## config.mk

```make
export PLATFORM = sky130hd
export DESIGN_NAME = hsv_control_scheduler
export DESIGN_NICKNAME = d
export VERILOG_FILES = /design/src/rtl/hsv_control_scheduler.sv
export SDC_FILE = /design/constraint.sdc
export NUM_CORES = 1
export LEC_CHECK = 0
export ABC_AREA = 1
export BUFFER_PORTS_ARGS = -buffer_cell sky130_fd_sc_hd__buf_4
export CAP_MARGIN = 10
export CORE_MARGIN = 2
export CORE_UTILIZATION = 55
export DETAILED_ROUTE_END_ITERATION = 8
export PLACE_DENSITY = 0.73
export REMOVE_ABC_BUFFERS = 1
export SETUP_SLACK_MARGIN = 0.5
export SYNTH_ARGS = -nofsm -noshare
export SYNTH_HDL_FRONTEND = slang
export SYNTH_SLANG_ARGS = --single-unit
```

## constraint.sdc

```tcl
create_clock -name clk -period 5.7 [get_ports clk]
set_input_delay 0.855 -clock clk [delete_from_list [all_inputs] [get_ports clk]]
set_output_delay 0.855 -clock clk [all_outputs]
set_load 0.02 [all_outputs]
```

## src/rtl/hsv_control_scheduler.sv

```systemverilog
// Frame-synchronous ramp scheduler for the S and V controls of the HSV math datapath.
// Host writes land in shadow targets; each frame_start moves the outputs one bounded step.
module hsv_control_scheduler #(
    parameter int STEP    = 4,
    parameter int MAX_MAG = 100
) (
    input  logic       clk,
    input  logic       rst,
    input  logic       cfg_valid,
    output logic       cfg_ready,
    input  logic       cfg_sel,
    input  logic [8:0] cfg_data,
    input  logic       frame_start,
    output logic [8:0] control_S,
    output logic [8:0] control_V,
    output logic       busy,
    output logic       ramp_done
);

    localparam logic [1:0] IDLE       = 2'd0;
    localparam logic [1:0] WAIT_FRAME = 2'd1;
    localparam logic [1:0] ST_STEP    = 2'd2;

    function automatic logic [7:0] sat_mag(input logic [7:0] m);
        return (m > 8'(MAX_MAG)) ? 8'(MAX_MAG) : m;
    endfunction

    // Negative zero collapses to zero because -0 == 0 in two's complement.
    function automatic logic signed [9:0] sm_to_s(input logic [8:0] sm);
        logic signed [9:0] mag;
        mag = signed'({2'b00, sat_mag(sm[7:0])});
        return sm[8] ? -mag : mag;
    endfunction

    function automatic logic [8:0] s_to_sm(input logic signed [9:0] v);
        logic signed [9:0] neg;
        neg = -v;
        return v[9] ? {1'b1, neg[7:0]} : {1'b0, v[7:0]};
    endfunction

    function automatic logic signed [9:0] step_toward(input logic signed [9:0] cur,
                                                      input logic signed [9:0] tgt);
        logic signed [9:0] diff;
        logic signed [9:0] stp;
        stp  = signed'(10'(STEP));
        diff = tgt - cur;
        if (diff > stp) begin
            return cur + stp;
        end else if (diff < -stp) begin
            return cur - stp;
        end
        return tgt;
    endfunction

    logic [1:0]        state_q, state_d;
    logic signed [9:0] shd_s_q, shd_s_d, shd_v_q, shd_v_d;
    logic signed [9:0] tgt_s_q, tgt_s_d, tgt_v_q, tgt_v_d;
    logic signed [9:0] cur_s_q, cur_s_d, cur_v_q, cur_v_d;
    logic [8:0]        ctrl_s_q, ctrl_s_d, ctrl_v_q, ctrl_v_d;
    logic              busy_q, busy_d;
    logic              done_q, done_d;
    logic              at_tgt;

    assign cfg_ready = ~rst & (state_q != ST_STEP);
    assign control_S = ctrl_s_q;
    assign control_V = ctrl_v_q;
    assign busy      = busy_q;
    assign ramp_done = done_q;

    always_comb begin
        state_d  = state_q;
        shd_s_d  = shd_s_q;
        shd_v_d  = shd_v_q;
        tgt_s_d  = tgt_s_q;
        tgt_v_d  = tgt_v_q;
        cur_s_d  = cur_s_q;
        cur_v_d  = cur_v_q;
        ctrl_s_d = ctrl_s_q;
        ctrl_v_d = ctrl_v_q;
        busy_d   = busy_q;
        done_d   = 1'b0;
        at_tgt   = 1'b0;

        case (state_q)
            IDLE, WAIT_FRAME: begin
                if (frame_start) begin
                    state_d = ST_STEP;
                    tgt_s_d = shd_s_q;
                    tgt_v_d = shd_v_q;
                end
            end
            ST_STEP: begin
                // frame_start is ignored here so a stretched pulse cannot double-step.
                cur_s_d  = step_toward(cur_s_q, tgt_s_q);
                cur_v_d  = step_toward(cur_v_q, tgt_v_q);
                ctrl_s_d = s_to_sm(cur_s_d);
                ctrl_v_d = s_to_sm(cur_v_d);
                at_tgt   = (cur_s_d == tgt_s_q) && (cur_v_d == tgt_v_q);
                busy_d   = ~at_tgt;
                done_d   = at_tgt && ((cur_s_d != cur_s_q) || (cur_v_d != cur_v_q));
                state_d  = at_tgt ? IDLE : WAIT_FRAME;
            end
            default: state_d = IDLE;
        endcase

        // The copy above reads the old shadow, so a write alongside frame_start waits a frame.
        if (cfg_valid && cfg_ready) begin
            if (cfg_sel) begin
                shd_v_d = sm_to_s(cfg_data);
            end else begin
                shd_s_d = sm_to_s(cfg_data);
            end
        end
    end

    always_ff @(posedge clk) begin
        if (rst) begin
            state_q  <= IDLE;
            shd_s_q  <= '0;
            shd_v_q  <= '0;
            tgt_s_q  <= '0;
            tgt_v_q  <= '0;
            cur_s_q  <= '0;
            cur_v_q  <= '0;
            ctrl_s_q <= '0;
            ctrl_v_q <= '0;
            busy_q   <= 1'b0;
            done_q   <= 1'b0;
        end else begin
            state_q  <= state_d;
            shd_s_q  <= shd_s_d;
            shd_v_q  <= shd_v_d;
            tgt_s_q  <= tgt_s_d;
            tgt_v_q  <= tgt_v_d;
            cur_s_q  <= cur_s_d;
            cur_v_q  <= cur_v_d;
            ctrl_s_q <= ctrl_s_d;
            ctrl_v_q <= ctrl_v_d;
            busy_q   <= busy_d;
            done_q   <= done_d;
        end
    end

endmodule

```

Word-level counts from Yosys, hierarchy flattened
Index checks and enable logic that the tools add are counted.
{ "totals": {"out_inout_bits": 21, "elab_cells": 69, "register_bits": 82} }
{ "classes": {"add_sub_neg": 9, "muxes": 21, "bitwise": 5, "n_lt_le_gt_ge": 5, "reduce_logical": 10, "n_eq_ne": 8} }
{ "op_table": {"columns": ["operator", "count"], "rows": [
  ["10-bit 2-to-1 mux", 9],
  ["10-bit by 4-bit adder with 10-bit output, second input constant", 2],
  ["10-bit == test", 2],
  ["10-bit by 4-bit greater-than comparator with 1-bit output, second input constant", 2],
  ["10-bit by 3-bit less-than comparator with 1-bit output, second input constant", 2],
  ["10-bit inequality test", 2],
  ["10-bit subtractor", 2],
  ["10-bit by 4-bit subtractor with 10-bit output, second input constant", 2],
  ["9-bit 2-to-1 mux", 2],
  ["8-bit negation", 2],
  ["8-bit negation with 10-bit output", 1],
  ["8-bit by 7-bit greater-than comparator with 1-bit output, second input constant", 1],
  ["8-bit 2-to-1 mux", 1],
  ["1-bit 2-to-1 mux", 7],
  ["2-bit AND reduction", 3],
  ["2-bit inequality test, second input constant", 2],
  ["1-bit inverter", 4],
  ["2-bit case mux with 2 select lines", 1],
  ["2-bit OR reduction", 2],
  ["1-bit logical AND", 3],
  ["2-bit by 1-bit == test with 1-bit output, second input constant", 1],
  ["2-bit == test, second input constant", 1],
  ["2-bit zero test", 1],
  ["2-bit 2-to-1 mux", 1],
  ["other kinds (2)", 2]
]} }

Longest topological paths before layout
Gate-level depths: netlist of the first run.
{ "logic_depth": {"depth_word": 11, "mapped_depth": 32, "ltp_nobuf": 31} }

Worst setup path before layout of the first run
OpenSTA, ideal clock, no wires.
{ "synth_timing": {"path_kind": "reg-to-reg", "start": "register tgt_v_q[0]", "end": "register busy_q (netlist: busy)", "path_buffers": 1, "synth_period_minus_slack_ps": 3898, "setup_slack_ps": 1802, "arrival_ps": 3783, "t_required_ps": 5585, "path_stages_with_launch": 31, "cell_sequence": "dfxtp_1 -> inv_1 -> ha_1 -> fa_1 -> inv_1 -> nand2_1 -> nand2_1 -> nand3_1 -> nand3_1 -> nand2_1 -> nor2_1 -> nand3_2 -> nand2_2 -> buf_2 -> ha_1 -> a21oi_1 -> nand2_1 -> a21o_1 -> a21oi_1 -> xor2_1 -> inv_1 -> nand3_1 -> nand2_1 -> nor2_1 -> nand2_1 -> nor2_1 -> nand2_1 -> nor2_2 -> nand2_1 -> nand2_1 -> nand2_1"} }
{ "synth_via": {"elab_chain_cells": 10} }
{ "synth_rtl": {"columns": ["item", "line", "rtl"], "rows": [
  ["from (decl)", "57", "logic signed [9:0] tgt_s_q, tgt_s_d, tgt_v_q, tgt_v_d;"],
  ["from (signal assigned)", "134", "tgt_v_q <= tgt_v_d;"],
  ["10-bit subtractor", "46", "diff = tgt - cur;"],
  ["10-bit by 3-bit less-than comparator with 1-bit output", "49", "end else if (diff < -stp) begin"],
  ["1-bit 2-to-1 mux", "49", null],
  ["1-bit 2-to-1 mux", "47", "if (diff > stp) begin"],
  ["1-bit 2-to-1 mux", "84", "case (state_q)"],
  ["10-bit 2-to-1 mux", "52", "return tgt;"],
  ["10-bit 2-to-1 mux", "84", null],
  ["10-bit == test (*)", "98", "at_tgt = (cur_s_d == tgt_s_q) && (cur_v_d == tgt_v_q);"],
  ["1-bit logical AND (*)", "98", null],
  ["1-bit inverter (*)", "99", "busy_d = ~at_tgt;"],
  ["to (signal assigned)", "139", "busy_q <= busy_d;"],
  ["to (decl)", "60", "logic busy_q, busy_d;"]
]} }
Mark *: on every way between the ends. The rest lies on a longest branch, timed or not. The select of a mux whose other input is x is not followed.
A chain may end at the register's enable or synchronous reset.

Worst setup path after layout of the first run
{ "layout_timing": {"start": "register tgt_v_q[0]", "end": "register done_q (netlist: ramp_done)"} }
{ "layout_via": {"elab_chain_cells": 10} }
{ "layout_rtl": {"columns": ["item", "line", "rtl"], "rows": [
  ["10-bit subtractor", "46", null],
  ["10-bit by 3-bit less-than comparator with 1-bit output", "49", null],
  ["1-bit 2-to-1 mux", "49", null],
  ["1-bit 2-to-1 mux", "47", null],
  ["1-bit 2-to-1 mux", "84", null],
  ["10-bit 2-to-1 mux", "52", null],
  ["10-bit 2-to-1 mux", "84", null],
  ["10-bit == test / 10-bit inequality test (equally long branches)", "98, 100", null],
  ["1-bit logical AND / 1-bit logical OR (equally long branches)", "98, 100", null],
  ["1-bit logical AND (*)", "100", "done_d = at_tgt && ((cur_s_d != cur_s_q) || (cur_v_d != cur_v_q));"],
  ["to (signal assigned)", "140", "done_q <= done_d;"],
  ["to (decl)", "61", "logic done_q, done_d;"]
]} }
Marks and branches as above.

==> metrics, run 1 <==
CP arrival slightly below 5 ns; gr usage total 0.294; EDFF count, synth 0; CP Buf/Inv Count 3; IO buf count 34; Die X-Extent ~110 um; Compound-Gate Fraction of Synth Area 0.149; Post-synth ARST share 0; Slew headroom 0.343; row cnt 37; die height between 100 and 150 um; endpoints failing setup 0; post-synthesis cell count 941; crit path kind register to register; Reg clk slew, reported paths 0.09 ns; H-tree depth 3; warnings from Yosys 0; post-synth cell types 38; vias in the first global route roughly 5,300; Worst Skew roughly 0.010 ns; routed len/inst 14.8 um; synthesized cell area slightly below 6000 um2; Critical Path Max Stage Delay about 0.42 ns; core area 10,400 um2; RSZ-0062 raised after global routing no; critical path endpoint category register; Max-Cap Viols 0; grt total ovfl 0; clk_lat worst skew 0.36 ns; post-CTS setup repair buffer count 0; DRT Pass-1 Iters 6; initial antenna violation count 0; Initial Util 0.571; CTS Buf Count 9; CTS root buf clkbuf_8; Startpoint Class register; final net count slightly above 1,000; Worst-Margin Slew approximately 0.98 ns; Fin Setup TNS 0 ns; largest net degree at the start of global routing 39; top_reg_cell synth dfxtp_1; vias per cell around 5.5; Synth-to-Final Area Change 7.91%; Ports 35; # diodes 0; CP delay by family, top simple AND/OR/NAND/NOR gates; hold buffers post-CTS 0; Worst Path Max Fanout 19; synthesized flop and latch total 78; Max Buffers Root-to-Sink 2; Max Slew Vio Count 0; post-CTS sizing 0; detailed placement HPWL about 13 mm; WL final 16.3 mm; Crit-path slowest cell fa_1; sequential area share after synthesis 0.264; Final Hold Viols 0; Mapped Avg Cell Area roughly 6.3 um2; final RePlAce weighted congestion around 0.95; Max Freq 0.215 GHz; fillers 1,042; Worst EP required about 6 ns; Synth Area in Adders 0.0833; Die Area 11,600 um2; first-pass GRT wire length ~27 mm; CTS tree yes; detailed-route via count 6,039; DRT iter0 DRCs 549; status complete, no violations; xor/xnor share of the synthesized area 0.0353; clk sink count 78; largest family of logic cells by synthesized area simple AND/OR/NAND/NOR gates; Synth Area in Simple Gates 0.351; min Tclk post-route roughly 4.7 ns; post-synthesis mux area share 0; Tcrit/Tclk final 0.816; layout cells sized above 1 0.0890; antenna-violating nets left 0; Hold WC Path Type register to register; DR DRC count 0
final timing paths:
path                     start            to  slack [ns]  depth (start not counted)
setup reg to reg    tgt_v_q[0]     ramp_done        1.05                         26
setup / recovery    tgt_v_q[0]     ramp_done        1.05                         26
hold / removal    control_S[7]  control_S[7]        0.45                          2
hold reg to reg   control_S[7]  control_S[7]        0.45                          2
cell usage in the layout (no fill, tap or decap), types with 3 or more instances in the layout:
cell / synthesis / layout
inv_1: 134 / 134
o22ai_1: 17 / 17
xor2_1: 16 / 16
nand3_1: 124 / 124
nand4_1: 12 / 12
a21o_1: 4 / 4
nor2_1: 59 / 59
nand3_2: 4 / 4
xnor2_1: 6 / 6
nand2_4: 3 / 3
inv_2: 3 / 3
o21ai_1: 4 / 4
a21oi_1: 59 / 59
a21oi_2: 3 / 3
o21bai_1: 4 / 4
nand3b_1: 4 / 4
nand2_2: 8 / 8
o21ai_0: 59 / 59
fa_1: 4 / 4
buf_4: 6 / 37
nand2_1: 255 / 255
clkbuf_8: 0 / 12
ha_1: 33 / 33
dfxtp_1: 78 / 78
o21ai_2: 6 / 6
worst reg2reg max path, delay by kind of cell, from the launching register on:
kind                       cells  cell delay, ns
AOI/OAI and AO/OA              4            0.71
xor gates and xnor gates       1            0.23
adders and majority gates      3            1.05
buffers and inverters          3            0.30
DFF                            1            0.39
and+or+nand+nor               15            1.91
flip-flops by register name (all words and copies together) (netlist names):
register / cells
busy: 1
control_S: 7
control_V: 7
cur_s_q: 10
cur_v_q: 10
ramp_done: 1
shd_s_q: 10
shd_v_q: 10
state_q: 2
tgt_s_q: 10
tgt_v_q: 10
layout make-up:
| class | instances | area [um2] | area share |
|---|---|---|---|
| clock buffer | 12 | 165 | 0.0259 |
| clock inverter | 4 | 30.0 | 0.00470 |
| inverter | 138 | 518 | 0.0811 |
| multi-input combinational | 697 | 3660 | 0.574 |
| sequential | 78 | 1560 | 0.245 |
| tap | 136 | 170 | 0.0266 |
| timing repair buffer | 37 | 278 | 0.0435 |
synth_stat cells (4+ instances only):
| cell | instances | area share |
|---|---|---|
| nand2_1 | 255 | 0.16 |
| inv_1 | 134 | 0.085 |
| nand3_1 | 124 | 0.10 |
| dfxtp_1 | 78 | 0.26 |
| a21oi_1 | 59 | 0.050 |
| nor2_1 | 59 | 0.037 |
| o21ai_0 | 59 | 0.050 |
| ha_1 | 33 | 0.070 |
| o22ai_1 | 17 | 0.018 |
| xor2_1 | 16 | 0.024 |
| clkbuf_1 | 15 | 0.0095 |
| nand4_1 | 12 | 0.013 |
| nand2_2 | 8 | 0.0085 |
| buf_4 | 6 | 0.0076 |
| o21ai_2 | 6 | 0.0089 |
| xnor2_1 | 6 | 0.0089 |
| a21o_1 | 4 | 0.0051 |
| fa_1 | 4 | 0.014 |
| nand3_2 | 4 | 0.0068 |
| nand3b_1 | 4 | 0.0051 |
| o21ai_1 | 4 | 0.0034 |
| o21bai_1 | 4 | 0.0051 |
cell families after synthesis:
group | count (synthesis)
xor gates and xnor gates | 23
buffers and inverters | 166
and+or+nand+nor | 477
AOI/OAI and AO/OA | 160
DFF | 78
adders and majority gates | 37
per-stage QoR:
| stage | instances | area (um2) | worst slack [ns] | util | hold slack, ns |
|---|---|---|---|---|---|
| 2_1_floorplan | 913 | 5740 | 1.87 | - | 0.432 |
| 3_3_place_gp | 1086 | 6190 | 1.23 | 0.597 | 0.439 |
| 3_5_place_dp | 1086 | 6190 | 1.20 | 0.597 | 0.442 |
| 4_1_cts | 1102 | 6390 | 1.16 | 0.616 | 0.460 |
| 5_1_grt | 1102 | 6390 | 0.591 | 0.616 | 0.485 |
| 6_report | 1102 | 6390 | 1.05 | 0.616 | 0.455 |
routing by layer:
layer | vias up | routed length [um] | track usage | part of all wire
met1 | 2682 | 7780 | 0.427 | 0.48
met3 | 23 | 1450 | 0.0702 | 0.089
li1 | 3102 | - | - | -
met5 | - | 0 | 0 | 0
met4 | 0 | 273 | 0.0778 | 0.017
met2 | 232 | 6810 | 0.432 | 0.42
Power of run 1 is left out: the tool's default activity adds up to more than one toggle a clock period on the data nets, which glitch-free logic cannot reach.
==> run 2: changes to the inputs <==
Settings changed: PLACE_DENSITY 0.73 to 0.76.
Clock period 5.7 ns to 3.8 ns, I/O delays scaled along.
==> metrics, run 2 (synthesized netlist as in run 1, its figures left out) <==
Place WS -0.311 ns (-1.51 ns); met2 Resource Use GR 0.547 (+0.115); clk sink count 78 (unchanged); hold path cells 2 (unchanged); Fin Setup TNS -0.957 ns (-0.957 ns); grt total ovfl 0 (unchanged); final RePlAce weighted congestion 0.964 (+1.5%); Reg clk slew, reported paths 0.10 ns (about the same); CTS root buf clkbuf_8; final net count 1,119 (+11%); CP Buf/Inv Count 4 (+1); Worst Slack Setup Final -0.415 ns (-1.46 ns); vias per cell 6.42 (+17%); Tcrit/Tclk final 1.11 (+0.293); DR DRC count 76 (+76); Worst-Margin Slew 0.995 ns (+0.0102 ns); most frequent cells in the layout nand2_1, buf_4, inv_1, nand3_1, dfxtp_1; Reg2Reg Depth 31 (+19%); failing checks DRC, setup timing; Worst Skew 0.0168 ns (+0.00673 ns); HP Start rst; Final Util 0.809 (+0.193); Worst Path Max Fanout 6 (-13); layout cells sized above 1 0.349 (+0.260); CP delay by family, top simple AND/OR/NAND/NOR gates; Reg-to-Reg Start tgt_s_q[0]; die height 108 um (unchanged); routed len/inst 20.5 um (+38%); vias in the first global route 6,297 (+20%); Hold Path Sink shd_s_q[9]; first-pass GRT wire length 31.5 mm (+19%); detailed-route via count 7,758 (+28%); min Tclk post-route 4.21 ns (-0.439 ns); Initial Util 0.571 (unchanged); largest net degree at the start of global routing 39 (unchanged); Max Slew Vio Count 0 (unchanged); R2R setup slack -0.41 ns (-1.46 ns); IO buf count 34 (unchanged); H-tree depth 3 (unchanged); Max Buffers Root-to-Sink 2 (unchanged); Final Instance Area 8390 um2 (+31%); RSZ-0062 raised after global routing yes; Critical Path Max Stage Delay 0.34 ns (-0.08 ns); Post-DP Area 6640 um2 (+7.3%); CP dominant cell by count nand2_1; core area 10,400 um2 (unchanged); hold buffers post-CTS 0 (unchanged); # diodes 0 (unchanged); Startpoint Class register; CP arrival 4.49 ns (-0.45 ns); Die Area 11,600 um2 (unchanged); Slew headroom 0.336 (-0.00679); detailed placement HPWL 13.3 mm (+5.1%); antenna-violating nets left 0 (unchanged); gr usage total 0.345 (+0.0518); Synth-to-Final Area Change 41.7%; Die X-Extent 108 um (unchanged); Ports 35 (unchanged); Worst setup startpoint tgt_s_q[0]; WL final 24.7 mm (+52%); initial antenna violation count 0 (unchanged); DRT iter0 DRCs 1,496 (+170%); Stages on worst setup path 31 (+19%); global route hottest layer met2; GR Util met3 0.0508 (-0.0194); crit path kind register to register; row cnt 37 (unchanged); fillers 643 (-38%); CTS Buf Count 9 (unchanged); Hold WC Path Type input port to register; Final Hold Viols 0 (unchanged); DRT Pass-1 Iters 9 (+3); met1 GRT Util 0.473 (+0.0460); Max-Cap Viols 0 (unchanged); critical path endpoint category register; status finished with violations; Worst EP required 4.08 ns (-1.91 ns); CTS tree yes; most common cell after layout, fill and taps aside nand2_1; clk_lat worst skew 0.38 ns (+0.02 ns); endpoints failing setup 3 (+3); Max Freq 0.237 GHz (+10%); end of the worst register-to-register path ramp_done; Crit-path slowest cell dfxtp_2
run 2: repair_timing:
item / 4_1_cts / 5_1_grt
buffers inserted: 21 / 25
hold endpoints to repair: 0 / 0
resized for setup: 147 / 121
setup endpoints to repair: 27 / 29
pin swaps: 47 / 76
cloned: 0 / 1
run 2: through the flow:
step                instances  hold slack (ns)
floorplan                 913            0.432
global placement         1146            0.438
detailed placement       1146            0.442
CTS                      1183            0.436
global route             1209            0.445
finish                   1209            0.439
run 2: how the worst max path moves through the flow:
stage | to
after floorplan | busy
after global placement | busy
after detailed placement | state_q[0]
after CTS | state_q[0]
after global routing | ramp_done
final | ramp_done
run 2: worst register-to-register path: cells and delay by family (launching register included):
| kind | cells | cell delay (ns) |
|---|---|---|
| simple gates | 21 | 2.15 |
| fa+ha+maj | 3 | 0.65 |
| buf+inv | 4 | 0.45 |
| compound gates | 2 | 0.35 |
| flops | 1 | 0.34 |
| xor+xnor | 1 | 0.20 |
run 2: metal layers:
metal  wire length, um  share of wire
met5                 0              0
met4              1960          0.079
met3              3230           0.13
met2             10800           0.44
met1              8770           0.35
run 2: layout make-up:
class,instances,area [um2],share of cell area
clock buffers,10,138,0.0164
flip-flops and latches,78,1580,0.188
clock inverters,6,53.8,0.00641
well taps,136,170,0.0203
inverters,138,531,0.0632
multi-input cells,698,4760,0.567
repair buffers,143,1160,0.138
Power of run 2 is left out for the same reason.
==> run 3: changes to the inputs <==
Settings changed: CORE_UTILIZATION 55 to 45, PLACE_DENSITY 0.76 to not set, SKIP_CTS_REPAIR_TIMING set to 1.
==> metrics, run 3 (synthesized netlist as in run 1, its figures left out) <==
status finished with violations; failing checks setup timing; Fin Hold WS 0.452 ns (+0.0132 ns); most common cell after layout, fill and taps aside nand2_1; endpoints failing setup 2 (-1); Synth-to-Final Area Change 39.3%; largest net degree at the start of global routing 39 (unchanged); Worst-Margin Slew 1.03 ns (+0.0324 ns); layout cells sized above 1 0.306 (-0.0432); Post-DP Area 6850 um2 (+3.1%); Crit-path slowest cell dfxtp_2; detailed placement HPWL 14.1 mm (+6.4%); DRT iter0 DRCs 536 (-64%); H-tree depth 3 (unchanged); detailed-route via count 6,560 (-15%); antenna-violating nets left 0 (unchanged); hold path cells 2 (unchanged); CP Buf/Inv Count 3 (-1); Final Hold Viols 0 (unchanged); Worst EP required 4.05 ns (-0.03 ns); clk sink count 78 (unchanged); Final Instance Area 8250 um2 (-1.7%); Hold WC Path Type register to register; gr usage total 0.265 (-0.0801); CTS root buf clkbuf_16; Initial Util 0.465 (-0.106); initial antenna violation count 0 (unchanged); Worst Skew 0.00740 ns (-0.00938 ns); Worst Path Max Fanout 5 (-1); Reg clk slew, reported paths 0.07 ns (-0.03 ns); CP arrival 4.09 ns (-0.40 ns); CTS tree yes; Max Freq 0.261 GHz (+9.9%); Reg2Reg Depth 27 (-13%); clk_lat worst skew 0.35 ns (-0.03 ns); DRT Pass-1 Iters 5 (-4); min Tclk post-route 3.84 ns (-0.379 ns); die height 119 um (+10%); Critical Path Max Stage Delay 0.38 ns (+0.04 ns); first-pass GRT wire length 29.4 mm (-6.9%); Max Slew Vio Count 0 (unchanged); most frequent cells in the layout nand2_1, inv_1, buf_4, nand3_1, dfxtp_1; row cnt 41 (+11%); vias in the first global route 5,784 (-8.1%); Startpoint Class register; Worst Slack Setup Final -0.0351 ns (+0.379 ns); RSZ-0062 raised after global routing yes; Die X-Extent 119 um (+10%); WL final 19.7 mm (-20%); CP delay by family, top simple AND/OR/NAND/NOR gates; vias per cell 5.28 (-18%); Ports 35 (unchanged); CTS Buf Count 9 (unchanged); Stages on worst setup path 27 (-13%); final net count 1,117 (-0.18%); DR DRC count 0 (-100%); Slew headroom 0.315 (-0.0216); final RePlAce weighted congestion 0.912 (-5.4%); IO buf count 34 (unchanged); grt total ovfl 0 (unchanged); Max Buffers Root-to-Sink 2 (unchanged); critical path endpoint category register; crit path kind register to register; CP dominant cell by count nand2_1; Die Area 14,100 um2 (+21%); routed len/inst 15.8 um (-23%); # diodes 0 (unchanged); Max-Cap Viols 0 (unchanged); Tcrit/Tclk final 1.01 (-0.0999); core area 12,700 um2 (+23%)
[run 3: cell count changes in the layout (fill, tap and decap cells not counted), moves of 8 or more]
| cell | change |
|---|---|
| clkbuf_16 | +9 |
| inv_2 | -8 |
| nand2_1 | +15 |
| nand3_1 | +8 |
| nand2_2 | -9 |
| inv_1 | +8 |
| clkbuf_8 | -9 |
[run 3: routing by layer]
metal | wire length [um] | global-route usage | part of all wire
met1 | 9210 | 0.386 | 0.47
met4 | 420 | 0.0960 | 0.021
met3 | 1190 | 0.0444 | 0.060
met5 | 0 | 0 | 0
met2 | 8880 | 0.392 | 0.45
[run 3: per-stage QoR]
stage | util | setup TNS, ns | std cells | setup WS, ns
floorplan | - | -0.0560 | 913 | -0.0280
global placement | 0.538 | -0.759 | 1202 | -0.274
detailed placement | 0.538 | -1.02 | 1202 | -0.293
CTS | 0.563 | -1.46 | 1218 | -0.329
global route | 0.648 | -0.683 | 1243 | -0.250
finish | 0.648 | -0.0679 | 1243 | -0.0351
[run 3: worst paths after layout]
check                               endpoint  slack, ns    startpoint
worst min-delay path            control_S[7]       0.45  control_S[7]
worst min register to register  control_S[7]       0.45  control_S[7]
worst max register to register    state_q[0]      -0.04    cur_v_q[3]
worst max-delay path              state_q[0]      -0.04    cur_v_q[3]
[run 3: layout make-up]
class | instances | area (um2)
clock inverter | 6 | 70.1
multi-input combinational | 697 | 4460
timing repair buffer | 142 | 1160
sequential | 78 | 1570
clock buffer | 10 | 239
tap | 172 | 215
inverter | 138 | 533
fill | 1196 | 4480
[run 3: worst reg2reg max path: cells and delay by family (launching register included)]
family                     cells  cell delay (ns)
AOI/OAI and AO/OA              5             0.73
adders and majority gates      2             0.52
xor gates and xnor gates       1             0.24
buffers and inverters          3             0.28
and+or+nand+nor               16             1.59
DFF                            1             0.38
Power of run 3 is left out for the same reason.
